[src/rtl/alu_pkg.sv]
// Shared types for the sequential ALU: opcodes, FSM states, flag bit positions
// and opcode classification helpers.
package alu_pkg;

    localparam int unsigned OP_W    = 5;
    localparam int unsigned FLAGS_W = 4;

    // Flag register layout {Z,N,C,V}
    localparam int unsigned FLAG_Z = 3;
    localparam int unsigned FLAG_N = 2;
    localparam int unsigned FLAG_C = 1;
    localparam int unsigned FLAG_V = 0;

    typedef enum logic [OP_W-1:0] {
        OP_ADD, OP_ADC, OP_SUB, OP_SUC, OP_CMP, OP_NEG,
        OP_AND, OP_OR,  OP_XOR, OP_NOT, OP_NAND, OP_NOR,
        OP_LSL, OP_LSR, OP_ASR, OP_LUI, OP_LLI, OP_MUL
    } alu_op_t;

    typedef enum logic [1:0] {
        ST_IDLE,
        ST_SHIFT,
        ST_MUL
    } alu_state_t;

    // Ops that run on the shared shift/multiply datapath
    function automatic logic is_iterative(input alu_op_t op);
        return (op == OP_LSL) || (op == OP_LSR) || (op == OP_ASR) || (op == OP_MUL);
    endfunction

endpackage

[src/rtl/alu_seq_if.sv]
// Start/Done request bus between the control FSM (master) and the ALU (slave).
//   start/opcode/op1/op2 : request, sampled when start && ready
//   ready                : ALU can accept a request this cycle
//   done                 : one-cycle completion pulse, result/flags valid from then
//   result/flags         : registered outputs, hold until the next completion
interface alu_seq_if
    import alu_pkg::*;
#(
    parameter int unsigned WIDTH = 16
);
    logic                 start;
    alu_op_t              opcode;
    logic [WIDTH-1:0]     op1;
    logic [WIDTH-1:0]     op2;
    logic                 ready;
    logic                 done;
    logic [WIDTH-1:0]     result;
    logic [FLAGS_W-1:0]   flags;

    modport master (
        output start, opcode, op1, op2,
        input  ready, done, result, flags
    );

    modport slave (
        input  start, opcode, op1, op2,
        output ready, done, result, flags
    );
endinterface

[src/rtl/alu_iter_unit.sv]
// Shared iterative datapath: one-bit-per-cycle shifter and shift-add multiplier.
//   load    : capture op/operands and start iterating (counter = n or WIDTH)
//   busy    : iteration in progress
//   last    : current step is the final one
//   res_c   : value after the current step (final value when last)
//   carry_c : shift: bit shifted out this step; mul: high product half nonzero
module alu_iter_unit
    import alu_pkg::*;
#(
    parameter int unsigned WIDTH = 16,
    parameter int unsigned SHW   = $clog2(WIDTH)
) (
    input  logic             clock,
    input  logic             reset,
    input  logic             load,
    input  alu_op_t          op,
    input  logic [WIDTH-1:0] a,
    input  logic [WIDTH-1:0] b,
    output logic             busy,
    output logic             last,
    output logic [WIDTH-1:0] res_c,
    output logic             carry_c
);

    localparam int unsigned CW  = SHW + 1;
    localparam int unsigned MSB = WIDTH - 1;

    alu_op_t          op_q;
    logic [CW-1:0]    cnt_q;
    logic [CW-1:0]    cnt_ld;
    logic [WIDTH-1:0] lo_q, lo_n;
    logic [WIDTH-1:0] hi_q, hi_n;
    logic [WIDTH-1:0] mc_q;
    logic [WIDTH:0]   madd;

    assign cnt_ld = (op == OP_MUL) ? CW'(WIDTH) : CW'(b[SHW-1:0]);

    // Iteration state; for MUL {hi,lo} is the product/multiplier pair
    always_ff @(posedge clock) begin
        if (reset) begin
            op_q  <= OP_ADD;
            cnt_q <= '0;
            lo_q  <= '0;
            hi_q  <= '0;
            mc_q  <= '0;
            busy  <= 1'b0;
            last  <= 1'b0;
        end else if (load) begin
            op_q  <= op;
            cnt_q <= cnt_ld;
            lo_q  <= (op == OP_MUL) ? b : a;
            hi_q  <= '0;
            mc_q  <= a;
            busy  <= 1'b1;
            last  <= (cnt_ld == CW'(1));
        end else if (busy) begin
            cnt_q <= cnt_q - CW'(1);
            lo_q  <= lo_n;
            hi_q  <= hi_n;
            busy  <= !last;
            last  <= (cnt_q == CW'(2));
        end
    end

    // One step of shift or shift-add
    always_comb begin
        lo_n    = lo_q;
        hi_n    = hi_q;
        madd    = '0;
        carry_c = 1'b0;
        case (op_q)
            OP_LSL: begin
                lo_n    = {lo_q[MSB-1:0], 1'b0};
                carry_c = lo_q[MSB];
            end
            OP_LSR: begin
                lo_n    = {1'b0, lo_q[MSB:1]};
                carry_c = lo_q[0];
            end
            OP_ASR: begin
                lo_n    = {lo_q[MSB], lo_q[MSB:1]};
                carry_c = lo_q[0];
            end
            OP_MUL: begin
                madd    = {1'b0, hi_q} + (lo_q[0] ? {1'b0, mc_q} : (WIDTH+1)'(0));
                hi_n    = madd[WIDTH:1];
                lo_n    = {madd[0], lo_q[MSB:1]};
                carry_c = |madd[WIDTH:1];
            end
            default: ;
        endcase
    end

    assign res_c = lo_n;

endmodule

[src/rtl/alu_seq.sv]
// Clocked ALU with registered result and {Z,N,C,V} flags.
// Single-cycle ops complete in one cycle; shifts and MUL iterate on alu_iter_unit.
//   clock : rising-edge clock
//   reset : synchronous active-high reset
//   bus   : alu_seq_if slave (start/opcode/op1/op2 in, ready/done/result/flags out)
module alu_seq
    import alu_pkg::*;
#(
    parameter int unsigned WIDTH = 16,
    parameter int unsigned SHW   = $clog2(WIDTH)
) (
    input  logic     clock,
    input  logic     reset,
    alu_seq_if.slave bus
);

    localparam int unsigned MSB  = WIDTH - 1;
    localparam int unsigned HALF = WIDTH / 2;

    alu_state_t         state_q, state_d;
    logic               accept_c, go_iter_c;
    logic               it_load_c, sc_commit_c, it_commit_c;
    logic               it_busy, it_last, it_carry;
    logic [WIDTH-1:0]   it_res;
    logic [FLAGS_W-1:0] it_flags;

    logic               ready_q, done_q;
    logic [WIDTH-1:0]   result_q;
    logic [FLAGS_W-1:0] flags_q;

    logic [WIDTH-1:0]   arith_x, arith_y, sc_val;
    logic               arith_cin, arith_v;
    logic [WIDTH:0]     arith_sum;
    logic               sc_wr, upd_zn, upd_cv;
    logic [FLAGS_W-1:0] sc_flags;

    assign accept_c  = bus.start && (state_q == ST_IDLE);
    // A shift by zero finishes on the single-cycle path
    assign go_iter_c = accept_c && is_iterative(bus.opcode)
                       && ((bus.opcode == OP_MUL) || (bus.op2[SHW-1:0] != '0));

    alu_iter_unit #(.WIDTH(WIDTH), .SHW(SHW)) u_iter (
        .clock   (clock),
        .reset   (reset),
        .load    (it_load_c),
        .op      (bus.opcode),
        .a       (bus.op1),
        .b       (bus.op2),
        .busy    (it_busy),
        .last    (it_last),
        .res_c   (it_res),
        .carry_c (it_carry)
    );

    // State register
    always_ff @(posedge clock) begin
        if (reset) state_q <= ST_IDLE;
        else       state_q <= state_d;
    end

    // Next state
    always_comb begin
        state_d = state_q;
        case (state_q)
            ST_IDLE:  if (go_iter_c) state_d = (bus.opcode == OP_MUL) ? ST_MUL : ST_SHIFT;
            ST_SHIFT,
            ST_MUL:   if (it_busy && it_last) state_d = ST_IDLE;
            default:  state_d = ST_IDLE;
        endcase
    end

    // FSM controls
    always_comb begin
        it_load_c   = 1'b0;
        sc_commit_c = 1'b0;
        it_commit_c = 1'b0;
        case (state_q)
            ST_IDLE: begin
                it_load_c   = go_iter_c;
                sc_commit_c = accept_c && !go_iter_c;
            end
            ST_SHIFT,
            ST_MUL:   it_commit_c = it_busy && it_last;
            default: ;
        endcase
    end

    // Single-cycle path. Subtraction feeds ~B into the adder, so one overflow
    // rule (same input signs, result sign differs) covers add, sub and NEG.
    always_comb begin
        arith_x   = bus.op1;
        arith_y   = bus.op2;
        arith_cin = 1'b0;
        case (bus.opcode)
            OP_ADC:         arith_cin = flags_q[FLAG_C];
            OP_SUB, OP_CMP: begin arith_y = ~bus.op2; arith_cin = 1'b1; end
            OP_SUC:         begin arith_y = ~bus.op2; arith_cin = flags_q[FLAG_C]; end
            OP_NEG:         begin arith_x = '0; arith_y = ~bus.op1; arith_cin = 1'b1; end
            default: ;
        endcase
        arith_sum = {1'b0, arith_x} + {1'b0, arith_y} + (WIDTH+1)'(arith_cin);
        arith_v   = (arith_x[MSB] == arith_y[MSB]) && (arith_sum[MSB] != arith_x[MSB]);

        sc_val = result_q;
        sc_wr  = 1'b0;
        upd_zn = 1'b0;
        upd_cv = 1'b0;
        case (bus.opcode)
            OP_ADD, OP_ADC, OP_SUB, OP_SUC, OP_NEG: begin
                sc_val = arith_sum[MSB:0]; sc_wr = 1'b1; upd_zn = 1'b1; upd_cv = 1'b1;
            end
            OP_CMP: begin
                sc_val = arith_sum[MSB:0]; upd_zn = 1'b1; upd_cv = 1'b1;
            end
            OP_AND:  begin sc_val = bus.op1 & bus.op2;    sc_wr = 1'b1; upd_zn = 1'b1; end
            OP_OR:   begin sc_val = bus.op1 | bus.op2;    sc_wr = 1'b1; upd_zn = 1'b1; end
            OP_XOR:  begin sc_val = bus.op1 ^ bus.op2;    sc_wr = 1'b1; upd_zn = 1'b1; end
            OP_NOT:  begin sc_val = ~bus.op1;             sc_wr = 1'b1; upd_zn = 1'b1; end
            OP_NAND: begin sc_val = ~(bus.op1 & bus.op2); sc_wr = 1'b1; upd_zn = 1'b1; end
            OP_NOR:  begin sc_val = ~(bus.op1 | bus.op2); sc_wr = 1'b1; upd_zn = 1'b1; end
            OP_LSL, OP_LSR, OP_ASR: begin
                sc_val = bus.op1; sc_wr = 1'b1; upd_zn = 1'b1;
            end
            OP_LUI: begin sc_val = {bus.op2[HALF-1:0], bus.op1[HALF-1:0]}; sc_wr = 1'b1; end
            OP_LLI: begin sc_val = {bus.op1[MSB:HALF], bus.op2[HALF-1:0]}; sc_wr = 1'b1; end
            default: ;
        endcase

        sc_flags = flags_q;
        if (upd_zn) begin
            sc_flags[FLAG_Z] = (sc_val == '0);
            sc_flags[FLAG_N] = sc_val[MSB];
        end
        if (upd_cv) begin
            sc_flags[FLAG_C] = arith_sum[WIDTH];
            sc_flags[FLAG_V] = arith_v;
        end
    end

    // Iterative completion: Z/N on final value, C from the unit, V kept
    always_comb begin
        it_flags         = flags_q;
        it_flags[FLAG_Z] = (it_res == '0);
        it_flags[FLAG_N] = it_res[MSB];
        it_flags[FLAG_C] = it_carry;
    end

    // Output registers
    always_ff @(posedge clock) begin
        if (reset) begin
            ready_q  <= 1'b1;
            done_q   <= 1'b0;
            result_q <= '0;
            flags_q  <= '0;
        end else begin
            ready_q <= (state_d == ST_IDLE);
            done_q  <= sc_commit_c || it_commit_c;
            if (sc_commit_c) begin
                if (sc_wr) result_q <= sc_val;
                flags_q <= sc_flags;
            end else if (it_commit_c) begin
                result_q <= it_res;
                flags_q  <= it_flags;
            end
        end
    end

    assign bus.ready  = ready_q;
    assign bus.done   = done_q;
    assign bus.result = result_q;
    assign bus.flags  = flags_q;

endmodule

[src/flat_wrapper.sv]
// flat-port wrapper written by rule: the top's interface ports become plain ports
module alu_seq_flat import alu_pkg::*;
#(
    parameter int unsigned WIDTH = 16,
    parameter int unsigned SHW   = $clog2(WIDTH)
)
  (clock, reset, bus_start, bus_opcode, bus_op1, bus_op2, bus_ready, bus_done, bus_result, bus_flags);
  alu_seq_if #(.WIDTH(WIDTH)) bus_i ();
  input  logic clock;
  input  logic reset;
  input wire logic [$bits(bus_i.start)-1:0] bus_start;
  input wire logic [$bits(bus_i.opcode)-1:0] bus_opcode;
  input wire logic [$bits(bus_i.op1)-1:0] bus_op1;
  input wire logic [$bits(bus_i.op2)-1:0] bus_op2;
  output wire logic [$bits(bus_i.ready)-1:0] bus_ready;
  output wire logic [$bits(bus_i.done)-1:0] bus_done;
  output wire logic [$bits(bus_i.result)-1:0] bus_result;
  output wire logic [$bits(bus_i.flags)-1:0] bus_flags;
  assign bus_i.start = bus_start;
  assign bus_i.opcode = bus_opcode;
  assign bus_i.op1 = bus_op1;
  assign bus_i.op2 = bus_op2;
  assign bus_ready = bus_i.ready;
  assign bus_done = bus_i.done;
  assign bus_result = bus_i.result;
  assign bus_flags = bus_i.flags;
  alu_seq #(.WIDTH(WIDTH), .SHW(SHW)) u_core (.clock(clock), .reset(reset), .bus(bus_i));
endmodule
[config.mk]
export PLATFORM = sky130hd
export DESIGN_NAME = alu_seq_flat
export DESIGN_NICKNAME = d
export VERILOG_FILES = /design/src/rtl/alu_pkg.sv /design/src/rtl/alu_seq_if.sv /design/src/rtl/alu_iter_unit.sv /design/src/rtl/alu_seq.sv /design/src/flat_wrapper.sv
export SDC_FILE = /design/constraint.sdc
export NUM_CORES = 1
export LEC_CHECK = 0
export BUFFER_PORTS_ARGS = -buffer_cell sky130_fd_sc_hd__buf_2
export CAP_MARGIN = 20
export CELL_PAD_IN_SITES_DETAIL_PLACEMENT = 0
export CELL_PAD_IN_SITES_GLOBAL_PLACEMENT = 1
export CORE_ASPECT_RATIO = 2
export CORE_MARGIN = 1.5
export CORE_UTILIZATION = 35
export DETAILED_ROUTE_END_ITERATION = 6
export PLACE_DENSITY_LB_ADDON = 0.12
export SETUP_SLACK_MARGIN = 0.2
export SLEW_MARGIN = 30
export SYNTH_ARGS = -nofsm -noshare
export SYNTH_HDL_FRONTEND = slang
export SYNTH_SLANG_ARGS = --single-unit
[constraint.sdc]
create_clock -name clock -period 5.2 [get_ports clock]
set_input_delay 0.26 -clock clock [delete_from_list [all_inputs] [get_ports clock]]
set_output_delay 0.26 -clock clock [all_outputs]
set_load 0.01 [all_outputs]
==> results by stage <==
Run status:
- The flow ran to the end, and the final reports show no timing, DRC or antenna violations.

Clock network:
- For this design, the sink count on the clock tree is 84.
- The clock-pin slew on the worst setup and hold paths is 0.07 ns.
- The number of buffers inserted to repair setup after CTS is 0.
- Counting along the longest clock path gives a buffer depth of 2.
- Buffers inserted to repair hold after CTS numbered 0.
- In this run the number of H-tree levels came out at 3.
- The post-cts sizing count is 0.
- The clock reaches the later pin of the worst-skew pair after 0.36 ns.
- The TritonCTS clock tree is yes.
- The number of clock buffers inserted by TritonCTS is 9.
- The tree is rooted in a sky130_fd_sc_hd__clkbuf_16.

Pwr:
- The static power due to leakage is 3.64 nW.
- The worst-case IR drop observed on VDD is 134 uV.
- Dividing total power by cell area gives a power density of 219 nW/um^2.

GRT:
- The overflow left after global routing is 0.
- The number of global-route vias before repair was 8911.
- The pin count of the biggest net entering global routing is 49.
- Global routing consumed, over all layers together, 28.0% of the routing resources.
- The initial antenna violation count was 0.
- The wire length of the first global-routing pass is 52200 um.

Flow run:
- The count of maximum capacitance violations is 0.

Final layout:
- The final antenna diode count is 0.
- The library cells used most frequently in the layout, excluding fill and tap cells, are 140 x sky130_fd_sc_hd__a21oi_1, 132 x sky130_fd_sc_hd__nand2_1, 95 x sky130_fd_sc_hd__nor2_1.
- The area growth from synthesis to final layout is 10.7%.
- Cells with a size suffix above 1 make up 11.9% of the layout.
- The number of standard cells in the final layout excluding fillers is 1442.
- The total non-filler cell area in the finished layout is 9100 sq um.
- The post-layout net count is 1264.
- Leaving out fill and tap cells, the most frequent cell in the layout is sky130_fd_sc_hd__a21oi_1.

Floorplan:
- The die covers 24500 sq um.
- The placeable core region is 23100 sq um.
- In this run the core area contains 79 standard-cell rows.
- The number of top-level pins is 62.
- The starting density of the core is 35.5%.
- The die is 111 um wide.
- From bottom edge to top edge, the die measures 220 um.

Placed design:
- The number of instances in the placed design is 1426.
- The port buffer count is 61.
- Summing all placed instances gives a cell area of 8780 sq um.
- Routability-driven placement finished with a final weighted congestion of 0.928.
- Detailed placement ended at an HPWL of 26600 um.

Logic synthesis:
- The combined area of all synthesized cells is 8220 sq um.
- The synthesized net count is 1234.
- After synthesis, the share of flip-flops with an asynchronous set or reset is 0%.
- The number of warnings issued by yosys is 0.
- In this run, distinct cell masters in the synthesized netlist total 96.
- Ranked by total cell area, the synthesized netlist is headed by sky130_fd_sc_hd__dfxtp_1 20%, sky130_fd_sc_hd__ha_1 10%, sky130_fd_sc_hd__a21oi_1 8.5%, sky130_fd_sc_hd__nand2_1 6.0%, sky130_fd_sc_hd__nor2_1 4.4%.
- The sequential cell area fraction in the yosys report is 20.5%.
- In this run, synthesis inferred 0 flip-flops with an integrated enable.
- The share of synthesized area in the top cell type comes to 20.5%.
- The average cell area after synthesis is 7.31 sq um.
- sky130_fd_sc_hd__dfxtp_1 takes more of the synthesized area than any other cell.
- The top flip-flop cell by instance count after synthesis is sky130_fd_sc_hd__dfxtp_1.
- After synthesis the netlist holds a flip-flop and latch count of 84.
- Synthesis handed over a netlist of 1124 instances.

Setup path:
- The origin of the worst setup path is bus_opcode[1].
- The maximum net fanout on the critical path is 9.
- The worst setup path is launched from an input pin.
- The launching point of the worst reg2reg path is u_core.bus.flags[1].
- By startpoint and endpoint, the worst setup path is classified as in2reg.
- The endpoint kind of the worst setup timing path is a register.
- The worst endpoint data arrival time is 4.27 ns.
- STA puts the critical path data required time at 5.44 ns.

Drt:
- In this run, the number of DRC markers left after iteration 0 of detailed routing was 457.
- The post-detailed-routing wire length is 34100 um.
- After detailed routing, the number of remaining DRC violations is 0.
- Using the TritonRoute via totals, the vias-per-cell ratio works out to 6.15.
- Dividing the detail-routed wire length by the instance count gives 23.6 um.
- In this run the remaining antenna-violating nets after routing total 0.
- The total number of vias is 8865.
- The pre-antenna-repair detailed-routing pass consisted of 6 iterations.

STA:
- The shortest period the worst path allows is 4.04 ns.
- The fmax is 248 MHz.
- The final critical path takes up 77.7% of the cycle.
- Across the routed clock network, the largest skew measured is 0.0107 ns.
- At the pin with the least slew margin, the transition time is 1.05 ns.
- The number of hold violations in the final report was 0.
- The count of final max-slew check failures is 0.
- The worst pin sits at a relative slew slack of 29.6%.
- Setup repair after global routing left no endpoint under its margin.
- Summed over all failing endpoints, the final setup total negative slack is 0 ns.
- Setup violations remaining at the end of the flow were counted as 0.

Min path:
- The origin of the worst min-delay path is bus_op1[8].
- The worst min-delay path category is in2reg.
[flip-flops by register name, indices dropped and copies added (netlist names)]
signal / flops
u_core.bus.done: 1
u_core.u_iter.last: 1
u_core.bus.ready: 1
u_core.bus.flags: 4
u_core.u_iter.op_q: 5
u_core.u_iter.hi_q: 16
u_core.u_iter.cnt_q: 5
u_core.u_iter.busy: 1
u_core.state_q: 2
u_core.u_iter.mc_q: 16
u_core.u_iter.lo_q: 16
u_core.bus.result: 16
[cell families (layout without fill, tap and decap cells)]
kind of cell	count (synthesis)	after routing	synth area share, %
AND/OR/NAND/NOR	430	430	26.8
AO/OA/AOI/OAI	380	380	31.4
buffers and inverters	126	161	6.42
flip-flops	84	84	20.5
adder cells (fa/ha/maj)	70	70	10.9
XOR/XNOR	18	18	1.92
multiplexers	16	16	2.06
[path summary, 6_finish.rpt]
path              slack (ns)  cells past startpoint                     end
setup / recovery        1.16                     15     u_core.bus.flags[1]
hold reg to reg         0.45                      2  u_core.u_iter.mc_q[15]
setup reg to reg        1.37                     13     u_core.bus.flags[1]
hold / removal          0.25                      3   u_core.u_iter.mc_q[8]
[metal layers]
layer	global-route usage, %	wire length (um)	vias to the layer above
li1	-	-	4219
met1	27.3	11900	4254
met2	53.7	18300	288
met3	3.22	1380	104
met4	20.0	2490	0
met5	0	0	-
[Yosys cell counts, drive strengths merged (4+ instances only)]
cell       n
o221ai    20
nand2    133
nor3      38
or2        5
mux2i      9
a211oi    25
nor2b      8
a2111oi    8
mux2       7
nor4       9
clkbuf    42
a221o     10
nand3     19
o21bai     8
nand4b     6
dfxtp     84
nor2      96
a21oi    141
nand2b    11
o22ai      7
nor4b      9
o311ai     6
or3       14
nor3b      4
a31oi      8
nand4     10
and2      44
a21o      10
inv       57
xnor2     12
o21a       7
and3       8
a22o       9
buf       27
o21ai     49
ha        67
xor2       6
or4        4
a221oi    18
o211ai     9
[area by class of cell]
cell class | instances | area, sq um
clock buffers | 11 | 243
clock inverters | 5 | 75.1
fillers | 2534 | 14000
inverters | 57 | 214
multi-input cells | 914 | 6020
flip-flops and latches | 84 | 1680
well taps | 283 | 354
repair buffers | 88 | 508
[through the flow]
| step | worst slack (ns) | util (%) | total power, W | hold slack [ns] |
|---|---|---|---|---|
| 6_report | 1.16 | 39.3 | 0.00199 | 0.253 |
| 3_3_place_gp | 0.903 | 37.9 | 0.00128 | 0.437 |
| 5_1_grt | 0.836 | 39.3 | 0.00208 | 0.270 |
| 2_1_floorplan | 1.12 | - | 0.00108 | 0.396 |
| 4_1_cts | 1.20 | 39.3 | 0.00200 | 0.232 |
| 3_5_place_dp | 0.831 | 38.0 | 0.00128 | 0.442 |
[critical path, stage by stage]
cell and delay [ns]:
sky130_fd_sc_hd__buf_2 0.19, sky130_fd_sc_hd__nor2b_1 0.45, sky130_fd_sc_hd__o21ai_1 0.27, sky130_fd_sc_hd__nand2_1 0.13, sky130_fd_sc_hd__o221ai_1 0.13, sky130_fd_sc_hd__fa_1 0.44, sky130_fd_sc_hd__fa_1 0.47, sky130_fd_sc_hd__a211oi_1 0.45
sky130_fd_sc_hd__or2_1 0.27, sky130_fd_sc_hd__a2111oi_1 0.16, sky130_fd_sc_hd__nor3_1 0.45, sky130_fd_sc_hd__nor3b_1 0.10, sky130_fd_sc_hd__o21a_1 0.19, sky130_fd_sc_hd__o311ai_1 0.21, sky130_fd_sc_hd__o21ai_1 0.10
[power breakdown]
part           total [W]  internal (W)  switching, W  leakage [nW]
combinational   0.000573      0.000206      0.000367          2.80
clock           0.000717      0.000432      0.000286         0.159
sequential      0.000703      0.000671     0.0000318         0.682
Note: power is estimated with default switching activity, not from simulation.
